==> src/rtl/wb_slave_regfile_if.sv <==
// Wishbone B4 classic bus bundle between a master and the register-file slave.
interface wb_slave_regfile_if #(
  parameter int ADDR_WIDTH = 16,
  parameter int DATA_WIDTH = 32
);
  logic [ADDR_WIDTH-1:0] adr_i;
  logic [DATA_WIDTH-1:0] dat_i;
  logic [DATA_WIDTH-1:0] dat_o;
  logic [7:0]            sel_i;
  logic                  we_i;
  logic                  stb_i;
  logic                  cyc_i;
  logic                  ack_o;
  logic                  err_o;

  modport slave (
    input  adr_i, dat_i, sel_i, we_i, stb_i, cyc_i,
    output dat_o, ack_o, err_o
  );

  modport master (
    output adr_i, dat_i, sel_i, we_i, stb_i, cyc_i,
    input  dat_o, ack_o, err_o
  );
endinterface

==> src/rtl/wb_slave_regfile.sv <==
// Wishbone B4 classic slave register file with granule selects, read-only
// status registers fed from hw_i, per-register write strobes and error
// termination for out-of-range or read-only writes.
module wb_slave_regfile #(
  parameter int                    ADDR_WIDTH  = 16,
  parameter int                    DATA_WIDTH  = 32,
  parameter int                    GRANULE     = 8,
  parameter int                    NUM_REGS    = 4,
  parameter logic [NUM_REGS-1:0]   RO_MASK     = '0,
  parameter logic [DATA_WIDTH-1:0] RESET_VALUE = '0
) (
  input  logic                           clk_i,
  input  logic                           rst_i,
  wb_slave_regfile_if.slave              wb,
  input  logic [NUM_REGS*DATA_WIDTH-1:0] hw_i,
  output logic [NUM_REGS*DATA_WIDTH-1:0] regs_o,
  output logic [NUM_REGS-1:0]            wr_stb_o
);

  localparam int NG    = DATA_WIDTH / GRANULE;
  localparam int IDX_W = (NUM_REGS > 1) ? $clog2(NUM_REGS) : 1;
  // One extra bit so NUM_REGS itself is always representable in the compare.
  localparam logic [ADDR_WIDTH:0] LP_NUM = (ADDR_WIDTH+1)'(NUM_REGS);

  typedef enum logic [1:0] {S_IDLE, S_PROCESS, S_WAIT} state_t;

  state_t                r_state;
  logic                  r_ack;
  logic                  r_err;
  logic [DATA_WIDTH-1:0] r_dat;
  logic [NUM_REGS-1:0]   r_wr_stb;
  logic [DATA_WIDTH-1:0] r_regs [NUM_REGS];

  logic                  w_oob;
  logic [IDX_W-1:0]      w_idx;
  logic                  w_invalid;
  logic                  w_write;
  logic [DATA_WIDTH-1:0] w_src;
  logic [DATA_WIDTH-1:0] w_lane_mask;
  logic                  w_unused_sel;

  // Full-width address compare: any high address bit set is out of range.
  assign w_oob     = ({1'b0, wb.adr_i} >= LP_NUM);
  assign w_idx     = wb.adr_i[IDX_W-1:0];
  assign w_invalid = w_oob | (wb.we_i & RO_MASK[w_idx]);
  assign w_write   = (r_state == S_PROCESS) & wb.cyc_i & wb.we_i & ~w_invalid;
  assign w_src     = RO_MASK[w_idx] ? hw_i[w_idx*DATA_WIDTH +: DATA_WIDTH] : r_regs[w_idx];

  // Select bits beyond the number of granules are deliberately ignored.
  assign w_unused_sel = ^wb.sel_i;

  // Expand granule selects into a bit mask over the data word.
  always_comb begin
    w_lane_mask = '0;
    for (int g = 0; g < NG; g++) begin
      w_lane_mask[g*GRANULE +: GRANULE] = {GRANULE{wb.sel_i[g]}};
    end
  end

  // Bus FSM: sample the access in PROCESS, hold termination until stb drops.
  always_ff @(posedge clk_i) begin
    if (!rst_i) begin
      r_state  <= S_IDLE;
      r_ack    <= 1'b0;
      r_err    <= 1'b0;
      r_dat    <= '0;
      r_wr_stb <= '0;
    end else begin
      r_wr_stb <= '0;
      case (r_state)
        S_IDLE: begin
          if (wb.cyc_i && wb.stb_i) r_state <= S_PROCESS;
        end
        S_PROCESS: begin
          if (!wb.cyc_i) begin
            r_state <= S_IDLE;
          end else begin
            r_state <= S_WAIT;
            if (w_invalid) begin
              r_err <= 1'b1;
            end else begin
              r_ack <= 1'b1;
              if (wb.we_i) r_wr_stb <= NUM_REGS'(1) << w_idx;
              else         r_dat    <= w_src & w_lane_mask;
            end
          end
        end
        S_WAIT: begin
          if (!wb.stb_i) begin
            r_ack   <= 1'b0;
            r_err   <= 1'b0;
            r_state <= S_IDLE;
          end
        end
        default: r_state <= S_IDLE;
      endcase
    end
  end

  // Register storage: granule-masked update on a valid write in PROCESS.
  always_ff @(posedge clk_i) begin
    if (!rst_i) begin
      for (int n = 0; n < NUM_REGS; n++) r_regs[n] <= RESET_VALUE;
    end else if (w_write) begin
      r_regs[w_idx] <= (r_regs[w_idx] & ~w_lane_mask) | (wb.dat_i & w_lane_mask);
    end
  end

  // Read-only slices of regs_o are forced to zero.
  for (genvar n = 0; n < NUM_REGS; n++) begin : g_regs_o
    assign regs_o[n*DATA_WIDTH +: DATA_WIDTH] = RO_MASK[n] ? '0 : r_regs[n];
  end

  assign wr_stb_o  = r_wr_stb;
  assign wb.dat_o  = r_dat;
  assign wb.ack_o  = wb.stb_i & r_ack;
  assign wb.err_o  = wb.stb_i & r_err;

endmodule

==> src/flat_wrapper.sv <==
// flat-port wrapper written by rule: the top's interface ports become plain ports
module wb_slave_regfile_flat 
#(
  parameter int                    ADDR_WIDTH  = 16,
  parameter int                    DATA_WIDTH  = 32,
  parameter int                    GRANULE     = 8,
  parameter int                    NUM_REGS    = 4,
  parameter logic [NUM_REGS-1:0]   RO_MASK     = '0,
  parameter logic [DATA_WIDTH-1:0] RESET_VALUE = '0
)
  (clk_i, rst_i, hw_i, regs_o, wr_stb_o, wb_adr_i, wb_dat_i, wb_sel_i, wb_we_i, wb_stb_i, wb_cyc_i, wb_dat_o, wb_ack_o, wb_err_o);
  wb_slave_regfile_if #(.ADDR_WIDTH(ADDR_WIDTH), .DATA_WIDTH(DATA_WIDTH)) wb_i ();
  input  logic clk_i;
  input  logic rst_i;
  input  logic [NUM_REGS*DATA_WIDTH-1:0] hw_i;
  output logic [NUM_REGS*DATA_WIDTH-1:0] regs_o;
  output logic [NUM_REGS-1:0] wr_stb_o;
  input wire logic [$bits(wb_i.adr_i)-1:0] wb_adr_i;
  input wire logic [$bits(wb_i.dat_i)-1:0] wb_dat_i;
  input wire logic [$bits(wb_i.sel_i)-1:0] wb_sel_i;
  input wire logic [$bits(wb_i.we_i)-1:0] wb_we_i;
  input wire logic [$bits(wb_i.stb_i)-1:0] wb_stb_i;
  input wire logic [$bits(wb_i.cyc_i)-1:0] wb_cyc_i;
  output wire logic [$bits(wb_i.dat_o)-1:0] wb_dat_o;
  output wire logic [$bits(wb_i.ack_o)-1:0] wb_ack_o;
  output wire logic [$bits(wb_i.err_o)-1:0] wb_err_o;
  assign wb_i.adr_i = wb_adr_i;
  assign wb_i.dat_i = wb_dat_i;
  assign wb_i.sel_i = wb_sel_i;
  assign wb_i.we_i = wb_we_i;
  assign wb_i.stb_i = wb_stb_i;
  assign wb_i.cyc_i = wb_cyc_i;
  assign wb_dat_o = wb_i.dat_o;
  assign wb_ack_o = wb_i.ack_o;
  assign wb_err_o = wb_i.err_o;
  wb_slave_regfile #(.ADDR_WIDTH(ADDR_WIDTH), .DATA_WIDTH(DATA_WIDTH), .GRANULE(GRANULE), .NUM_REGS(NUM_REGS), .RO_MASK(RO_MASK), .RESET_VALUE(RESET_VALUE)) u_core (.clk_i(clk_i), .rst_i(rst_i), .wb(wb_i), .hw_i(hw_i), .regs_o(regs_o), .wr_stb_o(wr_stb_o));
endmodule
==> config.mk <==
export PLATFORM = sky130hd
export DESIGN_NAME = wb_slave_regfile_flat
export DESIGN_NICKNAME = d
export VERILOG_FILES = /design/src/rtl/wb_slave_regfile_if.sv /design/src/rtl/wb_slave_regfile.sv /design/src/flat_wrapper.sv
export SDC_FILE = /design/constraint.sdc
export NUM_CORES = 1
export LEC_CHECK = 0
export CAP_MARGIN = 15
export CORE_AREA = 2 2 137 139
export DETAILED_ROUTE_END_ITERATION = 6
export DIE_AREA = 0 0 139 141
export PLACE_DENSITY = 0.8
export SETUP_SLACK_MARGIN = 0.4
export SYNTH_ARGS = -nofsm -noshare
export SYNTH_HDL_FRONTEND = slang
export SYNTH_SLANG_ARGS = --single-unit
==> constraint.sdc <==
create_clock -name clk_i -period 11.85 [get_ports clk_i]
set_clock_uncertainty 0.1 [all_clocks]
set_input_delay 1.7775 -clock clk_i [delete_from_list [all_inputs] [get_ports clk_i]]
set_output_delay 1.7775 -clock clk_i [all_outputs]
set_load 0.01 [all_outputs]
* Word-level counts from Yosys, hierarchy flattened *
Memories as Yosys holds them, arrays and structs flattened.
Index checks and enable logic that the tools add are counted.

cells by class
  order comparisons = 2
  eq/ne operators = 7
  shift operators = 2
  muxes and demuxes = 21
  bitwise operators = 17
  reductions and logical operators = 9

operators with widths
  cell                                                                                  number
  128-bit by 8-bit indexed part select with 32-bit output                               1
  32-bit AND                                                                            3
  32-bit 2-to-1 mux                                                                     2
  32-bit NOT                                                                            1
  32-bit bitwise OR                                                                     1
  32-bit OR reduction                                                                   1
  16-bit by 3-bit greater-or-equal comparator with 1-bit output, second input constant  1
  4-bit AND reduction                                                                   3
  1-bit 2-to-1 mux                                                                      11
  2-bit 2-to-1 mux                                                                      4
  1-bit AND                                                                             6
  2-bit != test, second input constant                                                  3
  2-bit case mux with 3 select lines                                                    1
  1-bit NOT                                                                             5
  5-bit OR reduction                                                                    1
  2-bit by 1-bit != test with 1-bit output, second input constant                       2
  1-bit case mux with 2 select lines                                                    2
  1-bit by 2-bit left shift with 4-bit output, first input constant                     1
  2-bit by 3-bit < comparator with 1-bit output, second input constant                  1
  1-bit binary-select mux with 2-bit select                                             1
  2-bit by 1-bit equality test with 1-bit output, second input constant                 1
  2-bit equality test, second input constant                                            1
  2-bit logical NOT                                                                     1
  2-bit AND reduction                                                                   1
  3 further kinds                                                                       3

word-level totals
  bits in registers = 40
  RAM bits = 128
  input bits = 189
  output and inout bits = 166
  memories kept = 1

memories
  memory         words  bits a word  read ports  clocked after memory_dff  wr ports  RTL line                RTL
  u_core.r_regs  4      32           5           0                         4         wb_slave_regfile.sv:32  logic [DATA_WIDTH-1:0] r_regs [NUM_REGS];

* Logic depth before layout (Yosys ltp) *
  word-level depth = 11
  depth in mapped cells = 6

* Least setup slack after synthesis *
No wires, ideal clock.

  kind = input to register
  from = input wb_adr_i[1]
  to = memory u_core.r_regs[3][0], enable pin
  setup time = 470 ps
  data arrival time = 4829 ps
  data required time = 11280 ps
  path slack = 6451 ps
  cell stages on the path = 4
  buffers on the path = 2
  cell sequence = buf_2 buf_1 nand3_1 o31ai_1

RTL lines
  element             RTL line                RTL
  start: declaration  flat_wrapper.sv:18      input wire logic [$bits(wb_i.adr_i)-1:0] wb_adr_i;
  end: declaration    wb_slave_regfile.sv:32

* Worst setup path in the final report *
  from = input wb_stb_i
  to = output wb_ack_o

between the ends
  word-level cells in the longest chain between the ends = 1

RTL lines
  element             RTL line                 RTL
  start: declaration  flat_wrapper.sv:22       input wire logic [$bits(wb_i.stb_i)-1:0] wb_stb_i;
  1-bit AND           wb_slave_regfile.sv:116  assign wb.ack_o = wb.stb_i & r_ack;
  end: declaration    flat_wrapper.sv:25       output wire logic [$bits(wb_i.ack_o)-1:0] wb_ack_o;

Every way passes these cells.

==> impl_metrics.yaml <==
status:
  outcome: "finished, final reports clean"
clock_network:
  cts.path.max_buffers: 2
  cts_htree_levels: 4
  ctsResizeCount: 0
  post_cts.repair.setup_buffers: 0
  cts_tree: "built"
  hold_buffers: 0
  clkLatencyLatePin_ps: 420
  clock-root-buffer: "clkbuf_16"
  numCtsBuffers: 17
  cts_sinks: 168
  cts.clk_slew.worst_paths_ps: 60
setup_path:
  arrival_ps: 2940
  cp_max_fo: 4
  crit_path_frequent_cell: "clkdlybuf4s50_1"
  startpoint_type: "input port"
  crit_path_max_incr_delay_ps: 530
  critPathKind: "input port to primary output"
  rr_startpoint: "u_core.r_state[1]"
  end_kind: "primary output"
  cpMaxStageDelayCell: "clkdlybuf4s50_1"
  crit_chain: "clkdlybuf4s50_1, and2_1, clkdlybuf4s50_1"
  worstSetupStartpoint: "wb_stb_i"
  crit_required_ps: 9970
routing:
  wl_um: 21000
  drtIter0Drc: 351
  route.detailed.drc: 0
  via_per_inst: 5.29
  vias: 5261
  dr.pass1.iters: 5
  route.detailed.wl_per_inst_um: 21.1
  ant_nets: 0
placed_design:
  io_buffer_count: 222
  post-place-ws_ps: 7030
  dp_hpwl_um: 13000
  gp_congestion: 0.777
yosys:
  syn-instance-count: 541
  synth_fp_nets: 730
  synthArstFlopShare_pct: 0
  synth_area_um2: 7260
  yosysTopAreaCellShare_pct: 52.9
  synth_top_area_cell: "edfxtp_1"
  avgSynthCellArea_um2: 13.4
  ys.flop_type: "edfxtp_1"
  synth_warnings: 0
  yosysSeqAreaShare_pct: 64.0
  muxShareOfSynthArea_pct: 18.8
  synth_cell_types: 26
  synthMostInstantiatedCell: "nor2_1"
  synth_xor_area_share_pct: 0
  synth_compound_area_share_pct: 0.310
  synthAdderAreaFrac_pct: 0
  synth_top_cells_by_area: "edfxtp_1 (53%), dfxtp_1 (11%), mux4_2 (9.9%)"
  synth_top_family_by_area: "multiplexers"
  synthTopCellsByCount: "nor2_1 (135), edfxtp_1 (128), mux2i_1 (64)"
  ys_ff_latch: 168
  synth-edff-count: 128
  yosys.area_share.simple_pct: 13.6
global_route:
  grt.overflow.total: 0
  grt_max_degree: 73
  grt_use_met2_pct: 33.0
  first_global_vias: 5444
  gr-usage-met1_pct: 28.4
  grt_use_total_pct: 21.4
  grt_pass1_wl_um: 31800
  antenna_found_initial: 1
  grt_use_met3_pct: 7.85
  busiest_layer: "met2"
power:
  irDropWorstVdd_uv: 96.4
  cellPowerDensity_nw_per_um2: 127
  leakage_nw: 3.86
floorplanning:
  io_pins: 355
  die_w_um: 139
  dieArea_um2: 19600
  core_um2: 18300
  placementRows: 50
  initial_core_util_pct: 39.7
  die_y_um: 141
timing:
  tns_ps: 0
  rsz0062_at_grt: "false"
  slew_headroom_pct: 20.9
  fmax_mhz: 208
  slew_viol_final: 0
  fin_crit_sh_pct: 40.6
  worst_slack_ps: 7030
  hold_viol_final: 0
  setup-violations-final: 0
  min_period_ps: 4820
  tightest_slew_ps: 1190
hold_path:
  hold_path_class: "flop to flop"
  hp-start: "u_core.wb.dat_o[18]"
finish:
  area_growth_pct: 39.7
  final_core_utilization_pct: 55.5
  nNetsFinal: 935
  layout-drive-gt1-share_pct: 11.2
flow_run:
  drv_cap: 0
-- critical path, delay by kind of cell --
| family | cells | cell delay, ps |
|---|---|---|
| buffers and inverters | 2 | 1030 |
| and+or+nand+nor | 1 | 130 |
-- layout by cell type, fill, tap and decap left out, drive strengths merged, types with 3 or more instances in the layout --
| cell | n |
|---|---|
| clkinv | 7 |
| clkdlybuf4s50 | 219 |
| a21oi | 3 |
| mux2i | 64 |
| buf | 10 |
| inv | 7 |
| and2 | 4 |
| clkinvlp | 3 |
| nor2b | 4 |
| edfxtp | 128 |
| nor2 | 135 |
| nand4 | 4 |
| nand3 | 35 |
| nand2 | 38 |
| clkbuf | 18 |
| mux4 | 32 |
| nor4 | 3 |
| dfxtp | 40 |
-- flip-flops by register name, indices dropped and copies added (netlist names) --
| signal | cells |
|---|---|
| u_core.r_regs | 128 |
| u_core.wb.dat_o | 32 |
| u_core.wr_stb_o | 4 |
| u_core.r_state | 2 |
| u_core.r_ack | 1 |
| u_core.r_err | 1 |
-- stage by stage --
step	instances	area, µm²	total power, mW	hold WS (ps)
after floorplan	541	7260	0.729	329
after global placement	961	9610	0.797	343
after detailed placement	961	9610	0.798	350
after CTS	993	10100	1.30	364
after global routing	993	10100	1.33	384
final	994	10100	1.29	360
-- cells by family (layout without fill, tap and decap cells) --
family                 after synthesis  count (layout)
other                                0               1
flip-flops                         168             168
AND/OR/NAND/NOR                    227             227
buffers and inverters               46             264
AO/OA/AOI/OAI                        4               4
multiplexers                        96              96
-- report_power, final --
| group | internal (mW) | leakage (nW) | switching [mW] |
|---|---|---|---|
| combinational | 0.0645 | 1.97 | 0.0648 |
| sequential | 0.647 | 1.64 | 0.00874 |
| clock | 0.269 | 0.253 | 0.237 |
-- cell type report --
cell class                 count  area (µm²)
sequential                   168        4640
clock inverter                14         101
multi-input combinational    327        2400
fill                        1536        8130
clock buffer                  18         429
timing repair buffer         229        2260
antenna                        1        2.50
inverter                       3        11.3
tap                          234         293
-- per-layer routing --
metal,vias up,part of all wire (%)
met3,20,10
met2,266,46
met5,-,0
met1,2614,43
met4,0,1.5
li1,2361,-
-- worst paths after layout --
path,to,slack (ps),cells past startpoint
worst max-delay path,wb_ack_o,7030,3
worst min-delay path,u_core.wb.dat_o[18],360,2
worst max register to register,u_core.r_regs[2][18],9150,5
worst min register to register,u_core.wb.dat_o[18],360,2
Note: power is estimated with default switching activity, not from simulation.
